`config.mk`:
```
export PLATFORM = sky130hd
export DESIGN_NAME = uart_rx_fifo
export DESIGN_NICKNAME = d
export VERILOG_FILES = /design/src/rtl/uart_rx_fifo.sv
export SDC_FILE = /design/constraint.sdc
export NUM_CORES = 1
export LEC_CHECK = 0
export BUFFER_PORTS_ARGS = -buffer_cell sky130_fd_sc_hd__buf_2
export CELL_PAD_IN_SITES_DETAIL_PLACEMENT = 1
export CELL_PAD_IN_SITES_GLOBAL_PLACEMENT = 1
export CORE_ASPECT_RATIO = 0.7
export CORE_MARGIN = 4
export CORE_UTILIZATION = 26
export CTS_BUF_LIST = sky130_fd_sc_hd__clkbuf_8
export CTS_CLUSTER_DIAMETER = 30
export DETAILED_ROUTE_END_ITERATION = 10
export GPL_ROUTABILITY_DRIVEN = 0
export GPL_TIMING_DRIVEN = 0
export PLACE_DENSITY = 0.48
export SETUP_SLACK_MARGIN = 0.2
export SYNTH_ARGS = -nofsm -noshare
export SYNTH_HDL_FRONTEND = slang
export SYNTH_SLANG_ARGS = --single-unit
```
`constraint.sdc`:
```
create_clock -name clk -period 2.9 [get_ports clk]
set_clock_uncertainty 0.1 [all_clocks]
set_input_delay 0.58 -clock clk [delete_from_list [all_inputs] [get_ports clk]]
set_output_delay 0.58 -clock clk [all_outputs]
set_load 0.1 [all_outputs]
```
`src/rtl/uart_rx_fifo.sv`:
```
// uart_rx_fifo: receive FIFO behind the UART receiver, with a first-word-fall-through read port,
// 16550-style line-status flags, and trigger-level/character-timeout interrupts.
module uart_rx_fifo #(
    parameter int DEPTH       = 16,
    parameter int ADDR_W      = 4,
    parameter int TIMEOUT_CYC = 64
) (
    input  logic              clk,
    input  logic              reset,
    input  logic [7:0]        rx_data,
    input  logic              rx_done,
    input  logic              rx_perr,
    input  logic              rx_ferr,
    input  logic              rx_serr,
    input  logic              rd_en,
    input  logic              lsr_rd,
    input  logic              fifo_clr,
    input  logic [1:0]        rx_trig,
    output logic [7:0]        rd_data,
    output logic              rd_perr,
    output logic              data_ready,
    output logic              fifo_full,
    output logic [ADDR_W:0]   count,
    output logic              overrun_err,
    output logic              framing_err,
    output logic              start_err,
    output logic              fifo_perr,
    output logic              rx_int,
    output logic              timeout_int
);
    localparam int TW = $clog2(TIMEOUT_CYC + 1);

    logic [8:0]        mem_q [DEPTH];
    logic [ADDR_W-1:0] wr_ptr_q, wr_ptr_d, rd_ptr_q, rd_ptr_d;
    logic [ADDR_W:0]   count_q, count_d, perr_cnt_q, perr_cnt_d, trig_lvl;
    logic [TW-1:0]     tmo_q, tmo_d;
    logic              done_q, ferr_q, serr_q;
    logic              overrun_q, overrun_d, framing_q, framing_d, start_q, start_d;
    logic              push_ev, pop, full, wr_en, ovr_set;
    logic [8:0]        head;

    always_comb begin
        head       = mem_q[rd_ptr_q];
        push_ev    = rx_done & ~done_q;
        pop        = rd_en & (count_q != '0);
        full       = count_q == (ADDR_W+1)'(DEPTH);
        // A pop in the same cycle frees the slot, so a full FIFO can still accept the push.
        wr_en      = push_ev & ~fifo_clr & (~full | pop);
        ovr_set    = push_ev & ~fifo_clr & full & ~pop;
        wr_ptr_d   = fifo_clr ? '0 : wr_ptr_q + ADDR_W'(wr_en);
        rd_ptr_d   = fifo_clr ? '0 : rd_ptr_q + ADDR_W'(pop);
        count_d    = fifo_clr ? '0 : count_q + (ADDR_W+1)'(wr_en) - (ADDR_W+1)'(pop);
        perr_cnt_d = fifo_clr ? '0 : perr_cnt_q + (ADDR_W+1)'(wr_en & rx_perr)
                                   - (ADDR_W+1)'(pop & head[8]);
        tmo_d      = (push_ev | pop | fifo_clr | count_q == '0) ? '0 :
                     (tmo_q == TW'(TIMEOUT_CYC)) ? tmo_q : tmo_q + TW'(1);
        overrun_d  = ovr_set | (overrun_q & ~lsr_rd);
        framing_d  = (rx_ferr & ~ferr_q) | (framing_q & ~lsr_rd);
        start_d    = (rx_serr & ~serr_q) | (start_q & ~lsr_rd);
    end

    always_ff @(posedge clk or negedge reset) begin
        if (!reset) begin
            wr_ptr_q   <= '0;
            rd_ptr_q   <= '0;
            count_q    <= '0;
            perr_cnt_q <= '0;
            tmo_q      <= '0;
            done_q     <= 1'b0;
            ferr_q     <= 1'b0;
            serr_q     <= 1'b0;
            overrun_q  <= 1'b0;
            framing_q  <= 1'b0;
            start_q    <= 1'b0;
        end else begin
            wr_ptr_q   <= wr_ptr_d;
            rd_ptr_q   <= rd_ptr_d;
            count_q    <= count_d;
            perr_cnt_q <= perr_cnt_d;
            tmo_q      <= tmo_d;
            done_q     <= rx_done;
            ferr_q     <= rx_ferr;
            serr_q     <= rx_serr;
            overrun_q  <= overrun_d;
            framing_q  <= framing_d;
            start_q    <= start_d;
        end
    end

    always_ff @(posedge clk) begin
        if (wr_en) mem_q[wr_ptr_q] <= {rx_perr, rx_data};
    end

    always_comb begin
        trig_lvl    = rx_trig == 2'd0 ? (ADDR_W+1)'(1) :
                      rx_trig == 2'd1 ? (ADDR_W+1)'(4) :
                      rx_trig == 2'd2 ? (ADDR_W+1)'(8) : (ADDR_W+1)'(14);
        data_ready  = count_q != '0;
        rd_data     = data_ready ? head[7:0] : '0;
        rd_perr     = data_ready & head[8];
        fifo_full   = full;
        count       = count_q;
        overrun_err = overrun_q;
        framing_err = framing_q;
        start_err   = start_q;
        fifo_perr   = perr_cnt_q != '0;
        rx_int      = count_q >= trig_lvl;
        timeout_int = (tmo_q == TW'(TIMEOUT_CYC)) & data_ready;
    end
endmodule

```
==> results.json, run 1 <==
{
  "finalHoldViolations": 0,
  "fmax_mhz": 319,
  "tritoncts": "yes",
  "status": "complete, but fails checks",
  "clock_path_buffers": 2,
  "ys_seq_area_share_pct": 69.5,
  "grt_overflow": 0,
  "dr_total_vias": 4037,
  "swShare_pct": 38.2,
  "syn2layout_area_growth_pct": 31.9,
  "synth_nets": 458,
  "r2r_start": "rd_ptr_q[0]",
  "synth_area_um2": 7330,
  "port_buffers": 40,
  "syn_avg_cell_area_um2": 17.6,
  "core_area_um2": 27800,
  "num_rows": 51,
  "drtAntennaViolNets": 0,
  "setup_viol": 13,
  "design_area_um2": 9670,
  "setup_slack_ns": -0.235,
  "p_per_area_nw_per_um2": 912,
  "layout-drive-gt1-share_pct": 47.7,
  "dp_hpwl_um": 12300,
  "root_buffer": "clkbuf_8",
  "min_period_ns": 3.13,
  "final_nets": 562,
  "cp_max_fo": 5,
  "htree_levels": 4,
  "dieWidth_um": 209,
  "clock-sinks": 175,
  "postSynth.asyncResetShare_pct": 17.7,
  "finalCritPeriodShare_pct": 108,
  "p_int_w": 0.00545,
  "grt_pass1_wl_um": 27300,
  "p_comb_share_pct": 47.0,
  "synth_warnings": 0,
  "fin_setup_tns_ns": -1.97,
  "end_kind": "flip-flop",
  "worstSetupPathType": "flip-flop to flip-flop",
  "hp-class": "primary input to asynchronous set/reset pin",
  "ys_types": 43,
  "die-area_um2": 31000,
  "synth-seq-cells": 175,
  "wl_per_cell_um": 19.9,
  "ir_drop_uv": 375,
  "drc": 0,
  "fp.dieH_um": 149,
  "tightest_slew_ns": 0.746,
  "p_switching_w": 0.00337,
  "placed_cell_area_um2": 8480,
  "drt_iter0_markers": 215,
  "drt_pass1_iterations": 4,
  "power_frac_seq_pct": 33.2,
  "clkPwrFrac_pct": 19.8,
  "n_antenna_cell": 0,
  "clk_pin_slew_worst_paths_ns": 0.10,
  "grt_max_degree": 32,
  "clkLatencyLatePin_ns": 0.47,
  "grt_antenna_before_repair": 0,
  "worstPathRequired_ns": 3.14,
  "first_global_vias": 4337,
  "grt.total_usage_pct": 11.9,
  "cts_buffers": 17,
  "hold_buffers": 0,
  "rr_worst_depth": 14,
  "ios": 41,
  "via_per_inst": 4.47,
  "crit_path_start": "rd_ptr_q[0]",
  "rsz0062_at_grt": "yes",
  "start_kind": "flip-flop",
  "p_leak_nw": 3.30,
  "arrival_ns": 3.37,
  "dominantRegCellSynth": "edfxtp_1",
  "syn_inst": 416,
  "slew_viol_final": 0,
  "max-slew-margin-rel_pct": 50.3,
  "initial_core_util_pct": 26.4,
  "cap_violations": 0,
  "violations": "setup timing",
  "synth-edff-count": 144,
  "routed_wl_um": 18000
}
-- placed cells by master (no fill, tap or decap), types with 14 or more instances in the layout --
master    instances
buf_4            27
buf_6            20
clkbuf_8         17
buf_2            29
buf_12           16
inv_1            14
ha_1             14
mux4_2           36
nor2_1           18
dfrtp_1          25
edfxtp_1        144
-- path summary, 6_finish.rpt --
path | slack, ns | to
worst max-delay path | -0.23 | perr_cnt_q[4]
worst min register to register | 0.35 | start_err
worst max register to register | -0.23 | perr_cnt_q[4]
min in group clk | 0.13 | done_q
max in group asynchronous | 2.06 | count[3]
worst min-delay path | 0.07 | tmo_q[2]
-- flip-flops by register name (all words and copies together), names as in the netlist, 4 cells and up --
signal and flops:
perr_cnt_q 5, wr_ptr_q 4, count 5, mem_q 144, tmo_q 7, rd_ptr_q 4
-- final cells by class --
type / instances / area [um2]
timing repair buffer: 85 / 823
buffer: 18 / 175
clock buffer: 17 / 234
fill: 2837 / 18200
clock inverter: 15 / 170
sequential: 175 / 5110
inverter: 22 / 104
multi-input combinational: 201 / 2580
tap: 371 / 464
-- through the flow --
| step | utilization [%] | hold slack, ns | setup WS, ns | total power, W | instances |
|---|---|---|---|---|---|
| 2_1_floorplan | - | 0.184 | -0.396 | 0.00548 | 416 |
| 3_3_place_gp | 29.6 | 0.317 | -1.23 | 0.00607 | 827 |
| 3_5_place_dp | 30.5 | 0.348 | -0.653 | 0.00611 | 843 |
| 4_1_cts | 33.8 | 0.0610 | -0.285 | 0.00862 | 893 |
| 5_1_grt | 34.8 | 0.0831 | -0.340 | 0.00925 | 904 |
| 6_report | 34.8 | 0.0666 | -0.235 | 0.00882 | 904 |
-- cell families after synthesis --
family / synth area share (%)
flip-flops: 69.5
AND/OR/NAND/NOR: 6.55
multiplexers: 12.7
buffers and inverters: 2.53
AO/OA/AOI/OAI: 2.75
adder cells (fa/ha/maj): 4.13
XOR/XNOR: 1.79
-- synth_stat cells (8+ instances only) --
cell type / number / share of area (%)
mux4_2: 36 / 11
mux2i_1: 11 / 1.5
dfrtp_1: 31 / 11
inv_1: 21 / 1.1
nand2b_1: 9 / 0.77
ha_1: 21 / 3.6
nor2_1: 22 / 1.1
nor2b_1: 11 / 0.94
nor3_1: 10 / 0.68
a22oi_1: 8 / 0.82
edfxtp_1: 144 / 59
xnor2_1: 9 / 1.1
-- layer usage --
layer	global-route usage, %	vias to the layer above	wire length [um]
met5	0	-	0
met4	3.03	0	152
met3	3.27	9	626
met2	17.5	51	8110
met1	17.6	2159	9120
li1	-	1818	-
-- worst max-delay path: stages, from the launching register on --
cell and delay [ns]:
dfrtp_2 0.44, buf_12 0.14, mux4_2 0.55, mux2i_4 0.23, mux2_4 0.23, nor2b_4 0.05, ha_4 0.23, inv_2 0.06
ha_4 0.13, inv_2 0.04, fa_2 0.36, nor2b_2 0.15, o21bai_2 0.10, a21oi_2 0.14, nor3b_2 0.05
-- power groups by stage --
stage / Sequential (W) / Combinational (W) / Clock, W
3_5_place_dp: 0.00298 / 0.00313 / 0
5_1_grt: 0.00294 / 0.00438 / 0.00193
6_report: 0.00292 / 0.00415 / 0.00175
4_1_cts: 0.00292 / 0.00388 / 0.00181
3_3_place_gp: 0.00297 / 0.00309 / 0
2_1_floorplan: 0.00319 / 0.00229 / 0
-- what timing repair did --
action | in CTS | in global routing
setup endpoints to repair | 29 | 54
gates cloned | 1 | 1
resized for setup | 92 | 28
pin swaps | 20 | 25
setup buffers | 17 | 10
(Power assumes the default switching activity.)
==> inputs of run 2 (changes only) <==
Settings changed: CTS_BUF_LIST sky130_fd_sc_hd__clkbuf_8 to sky130_fd_sc_hd__clkbuf_4 sky130_fd_sc_hd__clkbuf_8, PLACE_DENSITY 0.48 to default, PLACE_DENSITY_LB_ADDON from default to 0.1.
==> run 2 against run 1 <==
The flow still finishes with violations (setup timing). Power down 4.1%. Sequential share of layout area rose by 0.74 points. Sequential cell count did not move. Worst setup slack worse by 0.11 ns. First-iteration DRC count grew 8.8%. Clock power down 11%. Largest power group unchanged. Via count shrank 1.8%. Worst hold slack improved by 0.0033 ns. Routed wire length increased by 4.2%.
==> results.json, run 2 (synthesis results as in run 1) <==
{
  "reg_top3": "mem_q: 144 flops, tmo_q: 7 flops",
  "p_int_w": 0.00508,
  "ir_drop_uv": 445,
  "dp_cells": 842,
  "core_area_um2": 27800,
  "r2r_start": "count[2]",
  "clkLatencyLatePin_ns": 0.47,
  "finalHoldViolations": 0,
  "p_leak_nw": 3.33,
  "final_nets": 556,
  "finalCritPeriodShare_pct": 112,
  "wl_per_cell_um": 20.9,
  "first_global_vias": 4369,
  "rsz0062_at_grt": "yes",
  "grt_pass1_wl_um": 28500,
  "grt_max_degree": 32,
  "final_common_cell": "edfxtp_1",
  "routed_wl_um": 18800,
  "initial_core_util_pct": 26.4,
  "rrSetupSlack_ns": -0.20,
  "crit_path_start": "count[2]",
  "max-slew-margin-rel_pct": 48.6,
  "clock-sinks": 175,
  "power_frac_seq_pct": 34.4,
  "layout-drive-gt1-share_pct": 46.5,
  "worstReg2RegEnd": "count[4]",
  "hp-class": "primary input to asynchronous set/reset pin",
  "setup_viol": 11,
  "tightest_slew_ns": 0.771,
  "swShare_pct": 39.9,
  "ios": 41,
  "slew_viol_final": 0,
  "rr_worst_depth": 15,
  "drc": 0,
  "p_per_area_nw_per_um2": 887,
  "tritoncts": "yes",
  "grt.total_usage_pct": 12.6,
  "min_period_ns": 3.24,
  "grt_antenna_before_repair": 0,
  "p_comb_share_pct": 47.2,
  "layout_common_cells": "edfxtp_1, mux4_2, buf_2, dfrtp_1, buf_6",
  "largest_register_ffs": 144,
  "die-area_um2": 31000,
  "cap_violations": 0,
  "syn2layout_area_growth_pct": 30.0,
  "clock_path_buffers": 2,
  "drtAntennaViolNets": 0,
  "num_rows": 51,
  "dr_total_vias": 3966,
  "drt_iter0_markers": 234,
  "fmax_mhz": 308,
  "setup_slack_ns": -0.345,
  "clk_pin_slew_worst_paths_ns": 0.10,
  "port_buffers": 40,
  "via_per_inst": 4.41,
  "worstSetupPathType": "flip-flop to output port",
  "clkPwrFrac_pct": 18.4,
  "dp_hpwl_um": 13000,
  "htree_levels": 4,
  "grt_overflow": 0,
  "violations": "setup timing",
  "worstPathRequired_ns": 2.22,
  "dieWidth_um": 209,
  "p_switching_w": 0.00337,
  "drt_pass1_iterations": 4,
  "arrival_ns": 2.56,
  "root_buffer": "clkbuf_8",
  "regMostFlops": "mem_q",
  "end_kind": "output port",
  "start_kind": "flip-flop",
  "cts_buffers": 17,
  "stdcell_count": 899,
  "detailedPlace.worstSlack_ns": -0.772,
  "status": "complete, but fails checks",
  "cp_max_fo": 8,
  "fp.dieH_um": 149
}
## run 2: routing by layer
metal	vias up	part of all wire, %	GRT usage (%)	wire, um
met1	2104	50	18.1	9310
li1	1807	-	-	-
met5	-	0	0	0
met3	11	3.0	2.99	554
met2	44	47	19.2	8740
met4	0	0.85	3.26	159
## run 2: what timing repair did
item	in CTS	in global routing
setup buffers	20	4
setup endpoints to repair	30	91
pin swaps	21	26
hold buffers	0	0
gates cloned	0	0
resized for setup	79	43
hold endpoints to repair	0	0
## run 2: cell type report
cell class | count | area [um2]
clock inverter | 15 | 110
multi-input combinational | 201 | 2590
antenna | 1 | 2.50
timing repair buffer | 79 | 762
sequential | 175 | 5110
fill | 2877 | 18300
inverter | 22 | 114
clock buffer | 17 | 234
tap | 371 | 464
buffer | 18 | 146
## run 2: critical path, cell delays in order, from the launching register on
cell and delay (ns):
dfrtp_4 0.50, inv_4 0.07, ha_4 0.13, nor4b_4 0.25
bufinv_8 0.25, and3_4 0.15, buf_12 0.14, a22oi_2 0.31
o21ai_4 0.10, buf_12 0.18
## run 2: stage by stage
stage | power (W) | TNS, ns | util (%) | hold slack [ns] | cell area [um2]
6_report | 0.00846 | -2.87 | 34.3 | 0.0698 | 9540
5_1_grt | 0.00890 | -4.33 | 34.3 | 0.0778 | 9530
4_1_cts | 0.00839 | -3.35 | 33.4 | 0.0666 | 9290
3_3_place_gp | 0.00606 | -145.85 | 29.6 | 0.321 | 8230
3_5_place_dp | 0.00610 | -9.41 | 30.5 | 0.329 | 8480
2_1_floorplan | 0.00548 | -3.73 | - | 0.184 | 7570
## run 2: worst max path at each step
| stage | cells after the start | to |
|---|---|---|
| CTS | 9 | rd_data[5] |
| global placement | 6 | mem_q[2][1] |
| detailed placement | 17 | perr_cnt_q[4] |
| finish | 9 | rd_data[2] |
| floorplan | 18 | perr_cnt_q[4] |
| global route | 9 | rd_data[7] |
## run 2: power groups by stage
stage          Clock, W  Sequential (W)  Combinational [W]
2_1_floorplan         0         0.00319            0.00229
3_5_place_dp          0         0.00298            0.00312
3_3_place_gp          0         0.00298            0.00309
4_1_cts         0.00163         0.00291            0.00384
6_report        0.00156         0.00291            0.00399
5_1_grt         0.00172         0.00293            0.00425
